[config.mk]
export PLATFORM = sky130hd
export DESIGN_NAME = perif_uart_rx
export DESIGN_NICKNAME = d
export VERILOG_FILES = /design/src/rtl/uart_pkg.sv /design/src/rtl/perif_uart_rx_fifo.sv /design/src/rtl/perif_uart_rx.sv
export SDC_FILE = /design/constraint.sdc
export NUM_CORES = 1
export LEC_CHECK = 0
export CORE_ASPECT_RATIO = 1.2
export CORE_MARGIN = 2
export CORE_UTILIZATION = 40
export CTS_BUF_LIST = sky130_fd_sc_hd__clkbuf_16
export CTS_CLUSTER_SIZE = 24
export DETAILED_ROUTE_END_ITERATION = 8
export MAX_ROUTING_LAYER = met4
export PLACE_DENSITY_LB_ADDON = 0.25
export SLEW_MARGIN = 30
export SYNTH_ARGS = -nofsm -noshare
export SYNTH_HDL_FRONTEND = slang
export SYNTH_HIERARCHICAL = 1
export SYNTH_SLANG_ARGS = --single-unit
[constraint.sdc]
create_clock -name i_clk -period 10 [get_ports i_clk]
set_clock_uncertainty 0.2 [all_clocks]
set_input_delay 2.5 -clock i_clk [delete_from_list [all_inputs] [get_ports i_clk]]
set_output_delay 2.5 -clock i_clk [all_outputs]
set_load 0.05 [all_outputs]
[src/rtl/uart_pkg.sv]
// Shared UART receiver types and constants.
package uart_pkg;

  localparam int unsigned UART_DATA_BITS = 8;
  localparam int unsigned UART_MIN_BAUD  = 4;

  typedef enum logic [2:0] {
    IDLE,
    START,
    DATA,
    STOP,
    WAIT_IDLE
  } uart_rx_state_t;

endpackage

[src/rtl/perif_uart_rx_fifo.sv]
// Synchronous first-word-fall-through FIFO with extra-MSB pointers.
// o_overflow strobes for one cycle when a push is refused because the FIFO is full.
module perif_uart_rx_fifo #(
  parameter int unsigned p_depth_pw2 = 2,
  parameter int unsigned p_width     = 8
) (
  input  logic               i_clk,
  input  logic               i_rst,
  input  logic               i_push,
  input  logic               i_pop,
  input  logic [p_width-1:0] i_data,
  output logic [p_width-1:0] o_head,
  output logic               o_empty,
  output logic               o_full,
  output logic               o_overflow
);

  localparam int unsigned Depth = 2 ** p_depth_pw2;

  logic [p_depth_pw2:0] wr_q, rd_q;
  logic [p_width-1:0]   mem_q [Depth];
  logic                 do_push, do_pop;

  assign o_empty = (wr_q == rd_q);
  assign o_full  = (wr_q[p_depth_pw2] != rd_q[p_depth_pw2]) &&
                   (wr_q[p_depth_pw2-1:0] == rd_q[p_depth_pw2-1:0]);

  // A pop in the same cycle frees the slot, so a push into a full FIFO still lands.
  assign do_pop     = i_pop && !o_empty;
  assign do_push    = i_push && (!o_full || do_pop);
  assign o_overflow = i_push && o_full && !do_pop;

  // Head is forced to zero while empty so the bus never sees stale contents.
  assign o_head = o_empty ? '0 : mem_q[rd_q[p_depth_pw2-1:0]];

  always_ff @(posedge i_clk or posedge i_rst) begin
    if (i_rst) begin
      wr_q <= '0;
      rd_q <= '0;
    end else begin
      if (do_push) wr_q <= wr_q + 1'b1;
      if (do_pop)  rd_q <= rd_q + 1'b1;
    end
  end

  always_ff @(posedge i_clk) begin
    if (do_push) mem_q[wr_q[p_depth_pw2-1:0]] <= i_data;
  end

endmodule

[src/rtl/perif_uart_rx.sv]
// 8N1 UART receiver: input synchronizer, mid-bit sampling FSM and receive FIFO.
// Sticky framing/overflow flags are cleared by i_clr_err; a new error in the same cycle wins.
module perif_uart_rx
  import uart_pkg::*;
#(
  parameter int unsigned p_fifo_depth_pw2 = 2,
  parameter int unsigned p_sync_stages    = 2
) (
  input  logic        i_clk,
  input  logic        i_rst,
  input  logic        i_en,
  input  logic [15:0] i_baudrate,
  input  logic        i_uart_rx,
  input  logic        i_rd_en,
  input  logic        i_clr_err,
  output logic [7:0]  o_data_rx,
  output logic        o_rx_empty,
  output logic        o_rx_full,
  output logic        o_frame_err,
  output logic        o_overflow
);

  uart_rx_state_t            state_q, state_d;
  logic [p_sync_stages-1:0]  sync_q;
  logic                      rx_s, rx_prev_q;
  logic [15:0]               baud_eff, baud_q, cnt_q;
  logic [2:0]                bit_idx_q;
  logic [UART_DATA_BITS-1:0] shift_q;
  logic                      cnt_zero, start_det, sample, push, frame_set, fifo_ovf;
  logic                      frame_err_q, overflow_q;

  assign rx_s     = sync_q[p_sync_stages-1];
  assign baud_eff = (i_baudrate < 16'(UART_MIN_BAUD)) ? 16'(UART_MIN_BAUD) : i_baudrate;
  assign cnt_zero = (cnt_q == '0);

  always_ff @(posedge i_clk or posedge i_rst) begin
    if (i_rst) begin
      sync_q    <= '1;
      rx_prev_q <= 1'b1;
    end else begin
      sync_q    <= {sync_q[p_sync_stages-2:0], i_uart_rx};
      rx_prev_q <= rx_s;
    end
  end

  always_ff @(posedge i_clk or posedge i_rst) begin
    if (i_rst) state_q <= IDLE;
    else       state_q <= state_d;
  end

  always_comb begin
    state_d = state_q;
    unique case (state_q)
      IDLE:      if (start_det) state_d = START;
      START:     if (sample) state_d = rx_s ? IDLE : DATA;
      DATA:      if (sample && bit_idx_q == 3'(UART_DATA_BITS - 1)) state_d = STOP;
      STOP:      if (sample) state_d = rx_s ? IDLE : WAIT_IDLE;
      WAIT_IDLE: if (rx_s) state_d = IDLE;
      default:   state_d = IDLE;
    endcase
    if (!i_en) state_d = IDLE;
  end

  always_comb begin
    start_det = 1'b0;
    sample    = 1'b0;
    push      = 1'b0;
    frame_set = 1'b0;
    if (i_en) begin
      unique case (state_q)
        IDLE:        start_det = rx_prev_q & ~rx_s;
        START, DATA: sample    = cnt_zero;
        STOP: begin
          sample    = cnt_zero;
          push      = cnt_zero & rx_s;
          frame_set = cnt_zero & ~rx_s;
        end
        default: ;
      endcase
    end
  end

  // Baud is latched at start detection so mid-frame changes only affect the next frame.
  always_ff @(posedge i_clk or posedge i_rst) begin
    if (i_rst) begin
      baud_q    <= '0;
      cnt_q     <= '0;
      bit_idx_q <= '0;
      shift_q   <= '0;
    end else if (start_det) begin
      baud_q    <= baud_eff;
      cnt_q     <= baud_eff >> 1;
      bit_idx_q <= '0;
    end else if (sample) begin
      cnt_q <= baud_q - 16'd1;
      if (state_q == DATA) begin
        shift_q   <= {rx_s, shift_q[UART_DATA_BITS-1:1]};
        bit_idx_q <= bit_idx_q + 3'd1;
      end
    end else if (!cnt_zero) begin
      cnt_q <= cnt_q - 16'd1;
    end
  end

  always_ff @(posedge i_clk or posedge i_rst) begin
    if (i_rst) begin
      frame_err_q <= 1'b0;
      overflow_q  <= 1'b0;
    end else begin
      if (frame_set)      frame_err_q <= 1'b1;
      else if (i_clr_err) frame_err_q <= 1'b0;
      if (fifo_ovf)       overflow_q  <= 1'b1;
      else if (i_clr_err) overflow_q  <= 1'b0;
    end
  end

  perif_uart_rx_fifo #(
    .p_depth_pw2(p_fifo_depth_pw2),
    .p_width    (UART_DATA_BITS)
  ) u_fifo (
    .i_clk     (i_clk),
    .i_rst     (i_rst),
    .i_push    (push),
    .i_pop     (i_rd_en),
    .i_data    (shift_q),
    .o_head    (o_data_rx),
    .o_empty   (o_rx_empty),
    .o_full    (o_rx_full),
    .o_overflow(fifo_ovf)
  );

  assign o_frame_err = frame_err_q;
  assign o_overflow  = overflow_q;

endmodule
# After elaboration in Yosys (flattened, before gate mapping)
# Memories as Yosys holds them, arrays and structs flattened.
# Cells that the tools add are included.
# Widths: inputs -> output; s select.
[classes] n_mul=0 div=0 n_eq_ne=14 order_cmp=1 bitwise=5 reduce_logical=20 mux=30 n_shift=0 add_sub_neg=5
[op_table] cell="$mux 16" count=4
[op_table] cell="$sub 16x1->16 const B" count=2
[op_table] cell="$mux 3" count=10
[op_table] cell="$logic_not 16->1" count=1
[op_table] cell="$lt 16x3->1 const B" count=1
[op_table] cell="$ne 3x3->1 const B" count=5
[op_table] cell="$pmux 3 s5" count=1
[op_table] cell="$mux 1" count=13
[op_table] cell="$add 3x1->3 const B" count=3
[op_table] cell="$mux 8" count=1
[op_table] cell="$reduce_bool 2->1" count=4
[op_table] cell="$eq 3x2->1 const B" count=2
[op_table] cell="$eq 3x3->1 const B" count=2
[op_table] cell="$logic_and 1x1->1" count=6
[op_table] cell="$reduce_and 5->1" count=1
[op_table] cell="$and 1x1->1" count=3
[op_table] cell="$eq 3x1->1 const B" count=1
[op_table] cell="$eq 3x3->1" count=1
[op_table] cell="$logic_not 1->1" count=3
[op_table] cell="$logic_not 3->1" count=1
[op_table] cell="$ne 3x1->1 const B" count=1
[op_table] cell="$reduce_and 3->1" count=1
[op_table] cell="$reduce_or 3->1" count=1
[op_table] cell="$eq 2x2->1" count=1
[op_table] cell="5 further kinds" count=6
[word_totals] output_inout_bits=12 mem_bits_rw=32 in_bits=22 rom_bits=0 ff_bits=57 mem_count=1 latch_bits=0
[mem_list] name="u_fifo.mem_q" depth=4 width=8 read_ports=1 rd_clocked_by_memory_dff=0 write_ports=1 line="perif_uart_rx_fifo.sv:21" source="logic [p_width-1:0] mem_q [Depth];"

# Longest topological paths before layout
[logic_depth] word_depth=8 ltp_mapped=13

# Hierarchy
# The synthesis kept the hierarchy.
[modules_own_cells] module="perif_uart_rx" instances=1 seq_area_each_um2=1280.0 cells_each=269 area_each_um2=2553.7
[modules_own_cells] module="perif_uart_rx_fifo" instances=1 seq_area_each_um2=1111.1 cells_each=90 area_each_um2=1711.6

# Worst setup path after synthesis
# Ideal clock, no wire load.
[synth_path] path_kind="in2reg" startpoint="input i_en" endpoint="register cnt_q[14]" setup_ns=0.083 path_slack_ns=4.516 arrival_time_ns=5.201 n_path_buf=2 path_stages=13 cell_sequence="or4b_4 > nor4b_2 > and2_1 > buf_4 > buf_2 > a21oi_1 > ha_1 > or3b_2 > or4b_2 > a31oi_1 > nand2_1 > xnor2_1 > o21ai_0"
[synth_via] elab_chain_len=3 elab_cells_between_ends=5
[synth_rtl] item="start: declaration" line="perif_uart_rx.sv:11" source="input logic i_en,"
[synth_rtl] item="$mux 1" line="perif_uart_rx.sv:69" source="if (i_en) begin"
[synth_rtl] item="$mux 16" line="perif_uart_rx.sv:94" source="end else if (sample) begin"
[synth_rtl] item="$mux 16" line="perif_uart_rx.sv:90" source="end else if (start_det) begin"
[synth_rtl] item="end signal: assignment" line="perif_uart_rx.sv:92" source="cnt_q <= baud_eff >> 1;"
[synth_rtl] item="end signal: assignment" line="perif_uart_rx.sv:95" source="cnt_q <= baud_q - 16'd1;"
[synth_rtl] item="end signal: assignment" line="perif_uart_rx.sv:101" source="cnt_q <= cnt_q - 16'd1;"
[synth_rtl] item="end: declaration" line="perif_uart_rx.sv:26" source="logic [15:0] baud_eff, baud_q, cnt_q;"
# Several ways; a longest one is shown, not always the timed one.
# A chain may end at the register's enable or synchronous reset.

# Worst setup path after layout
[layout_path] startpoint="input i_en" endpoint="register cnt_q[6]"
# Same word-level chain as after synthesis.

==> implementation parameters <==
Parameter                              Value

Power
  LEAKAGE ... 2.11 nW
  Total power divided by cell area ... 230 nW/um2
  Worst ir drop on vdd ... 0.0000790 V
  Overall power ... 1.15 mW

Run status
  Result of the run ... completed

Timing
  Final setup violating endpoints ... 0
  Least-Margin Pin Slew ... 0.846 ns
  Max Freq ... 160 MHz
  Headroom to the max-slew limit ... 0.435
  Final-report max-slew violation count ... 0
  Sum Neg Setup Slack ... 0 ns
  Unrepaired setup endpoints after global routing ... false
  Final count of hold timing violations ... 0
  Final critical-path required period ... 6.27 ns
  Period utilization ... 0.627

Min path
  Tightest Hold Check Type ... reg2reg

Setup path
  Crit Reg-Reg Startpoint ... cnt_q[9]
  Slowest-stage cell, CP ... sky130_fd_sc_hd__nor4b_2
  Data required time at the worst endpoint ... 10.02 ns
  Critical Path Source Type ... primary input
  Crit path largest cell delay ... 0.76 ns
  Critical path startpoint ... i_en
  Series of cell instances along the critical path ... clkdlybuf4s50_1 > or4b_4 > nor4b_2 > and2_1 > a21oi_1 > ha_1 > or3b_2 > nor3_1 > a221o_1 > a32o_1
  Endpoint class of the critical path ... register
  Capture instance of the worst register-to-register path ... cnt_q[6]
  Count of cells along the worst register-to-register path ... 9
  Startpoint-to-endpoint class of the critical path ... in2reg
  R2R Setup Slk ... 5.96 ns
  Critical Path End ... cnt_q[6]
  CP max FO ... 19
  Crit path DAT ... 6.29 ns

Placed design
  Buffers on Ports ... 33
  Final HPWL from detailed placement ... 5780 um
  Gp weighted congestion ... 0.874
  Cell count after placement ... 510

Clock network
  Clock latency at the later pin of the worst-skew pair ... 0.33 ns
  Hold buffer count at CTS ... 0
  Maximum level of the CTS H-tree ... 3
  Number of buffers between clock root and the deepest sink ... 2
  Number of buffers inserted by post-CTS setup repair ... 0
  Cts bufs inserted ... 9
  Clock Pin Slew Worst Setup and Hold Paths ... 0.06 ns
  TritonCTS clock tree ... yes
  # resized after CTS ... 0
  Number of clock sinks ... 89
  Root buffer selected by CTS ... sky130_fd_sc_hd__clkbuf_16

Logic synthesis
  #FFs+latches synth ... 89
  Async set-reset flop share out of synthesis ... 0.640
  Number of different library cells in the post-synthesis netlist ... 60
  Number of instances in the synthesized netlist ... 359
  Largest area contributor in the netlist ... sky130_fd_sc_hd__dfrtp_1
  Proportion of synthesized chip area in sequential cells ... 0.561
  Average cell area after synthesis ... 11.9 um2
  Number of nets in the synthesized netlist ... 389
  Cell types with the largest area share after synthesis ... sky130_fd_sc_hd__dfrtp_1 (32%), sky130_fd_sc_hd__edfxtp_1 (23%), sky130_fd_sc_hd__mux4_1 (4.9%)
  Share of the synthesized area in the top cell type ... 0.317
  Warning count from the yosys run ... 6
  Synthesized cell area ... 4270 um2
  Count of flip-flops with a built-in enable after synthesis ... 32
  Primary flip-flop cell chosen by synthesis mapping ... sky130_fd_sc_hd__dfrtp_1

Run
  Max-capacitance violation count ... 0

Global routing
  Number of antenna violations at the first check in global routing ... 0
  Global-route wire length before repair ... 14,000 um
  Overall fraction of global-route tracks in use ... 0.160
  Maximum number of pins on one net before global-route repair ... 52
  Sum of overflow across all layers after global routing ... 0
  Vias in the first global route ... 2,767

Detailed routing
  Total number of vias ... 2,845
  Post-detailed-routing wire length ... 8330 um
  Number of nets with antenna violations after routing ... 0
  Number of remaining DRC errors ... 0
  Via/cell ratio ... 5.41
  Wire length per cell ... 15.8 um
  Pre-antenna DRT Iters ... 4
  DRT iter0 DRCs ... 127

Die
  I/O pin total ... 34
  Core box area ... 10,500 um2
  Initial Utilization ... 0.408
  Vertical die dimension ... 117 um
  Die boundary width ... 98.3 um
  Die Outline Area ... 11,500 um2
  Row cnt ... 41

Final layout
  Leading cell types in the layout, fill and taps excluded ... sky130_fd_sc_hd__nand2_1 (55), sky130_fd_sc_hd__dfrtp_1 (54), sky130_fd_sc_hd__clkdlybuf4s50_1 (33)
  Number of standard cells in the layout, taps in and fillers out ... 526
  Commonest non-fill, non-tap cell in the layout ... sky130_fd_sc_hd__nand2_1
  Area growth syn-to-layout ... 17.0%
  Antenna diode count ... 0
  Number of fillers in the final layout ... 965
  Share of cells above drive strength 1 ... 0.116
  Final-stage net count ... 422
## logic make-up (layout without fill, tap and decap cells)
| logic type | after synthesis | after routing | share of synthesized area |
|---|---|---|---|
| AOI/OAI and AO/OA | 63 | 63 | 0.0933 |
| DFF | 89 | 89 | 0.561 |
| xor gates and xnor gates | 17 | 17 | 0.0437 |
| muxes | 19 | 19 | 0.0780 |
| and+or+nand+nor | 143 | 143 | 0.178 |
| adders and majority gates | 8 | 8 | 0.0235 |
| buffers and inverters | 20 | 58 | 0.0229 |
## cells in the mapped netlist (all sizes together), types with 3 or more instances
cell	number
nor2	18
inv	8
dfrtp	54
nor4	9
and3	7
buf	6
nand3	7
edfxtp	32
nor3b	3
nand2b	6
xnor2	11
and2	3
o21ai	21
or4	4
and2b	4
nand2	55
a31oi	6
nor3	9
clkbuf	6
nor2b	5
a211oi	3
xor2	6
ha	8
mux2	10
mux4	8
a21oi	14
dfstp	3
## through the flow
| stage | utilization | cell area [um2] | setup slack (ns) | hold slack (ns) |
|---|---|---|---|---|
| after global placement | 0.449 | 4700 | 3.56 | 0.147 |
| after detailed placement | 0.449 | 4700 | 3.46 | 0.147 |
| after floorplan | - | 4270 | 4.52 | 0.145 |
| after CTS | 0.476 | 4980 | 3.79 | 0.156 |
| after global routing | 0.477 | 4990 | 3.52 | 0.164 |
| final | 0.477 | 4990 | 3.73 | 0.155 |
## critical path, delay by kind of cell
kind | cells | cell delay [ns]
fa+ha+maj | 1 | 0.24
simple gates | 5 | 2.26
buf+inv | 1 | 0.53
compound gates | 3 | 0.75
## sequential cells by signal, indices dropped and copies added, names as in the netlist
register,cells
shift_q,8
u_fifo/mem_q,32
sync_q,2
bit_idx_q,3
o_frame_err,1
u_fifo/wr_q,3
o_overflow,1
rx_prev_q,1
baud_q,16
cnt_q,16
u_fifo/rd_q,3
state_q,3
## report_power, final
group	switching [mW]	total [mW]	internal [mW]	leakage (nW)
clock	0.134	0.325	0.191	0.142
sequential	0.0686	0.489	0.420	1.06
combinational	0.182	0.333	0.151	0.915
total	0.384	1.15	0.762	2.11
## area by class of cell
cell class | instances | area, um2 | share of cell area
Timing Repair Buffer | 34 | 338 | 0.0677
Multi-Input combinational cell | 250 | 1780 | 0.357
Inverter | 8 | 30.0 | 0.00602
Clock buffer | 9 | 225 | 0.0451
Tap cell | 129 | 161 | 0.0323
Clock inverter | 7 | 62.6 | 0.0125
Sequential cell | 89 | 2390 | 0.479
## worst min path at each step
stage	from	to	slack (ns)	depth (start not counted)
global placement	sync_q[0]	sync_q[1]	0.15	0
finish	sync_q[0]	sync_q[1]	0.16	0
global route	sync_q[0]	sync_q[1]	0.16	0
floorplan	sync_q[0]	sync_q[1]	0.15	0
detailed placement	sync_q[0]	sync_q[1]	0.15	0
CTS	sync_q[0]	sync_q[1]	0.16	0
## layer usage
| layer | share of wire | track usage |
|---|---|---|
| met1 | 0.43 | 0.195 |
| met2 | 0.52 | 0.274 |
| met3 | 0.032 | 0.0202 |
| met4 | 0.015 | 0.0658 |
| met5 | 0 | - |
Power figures use the tool's default switching activity.
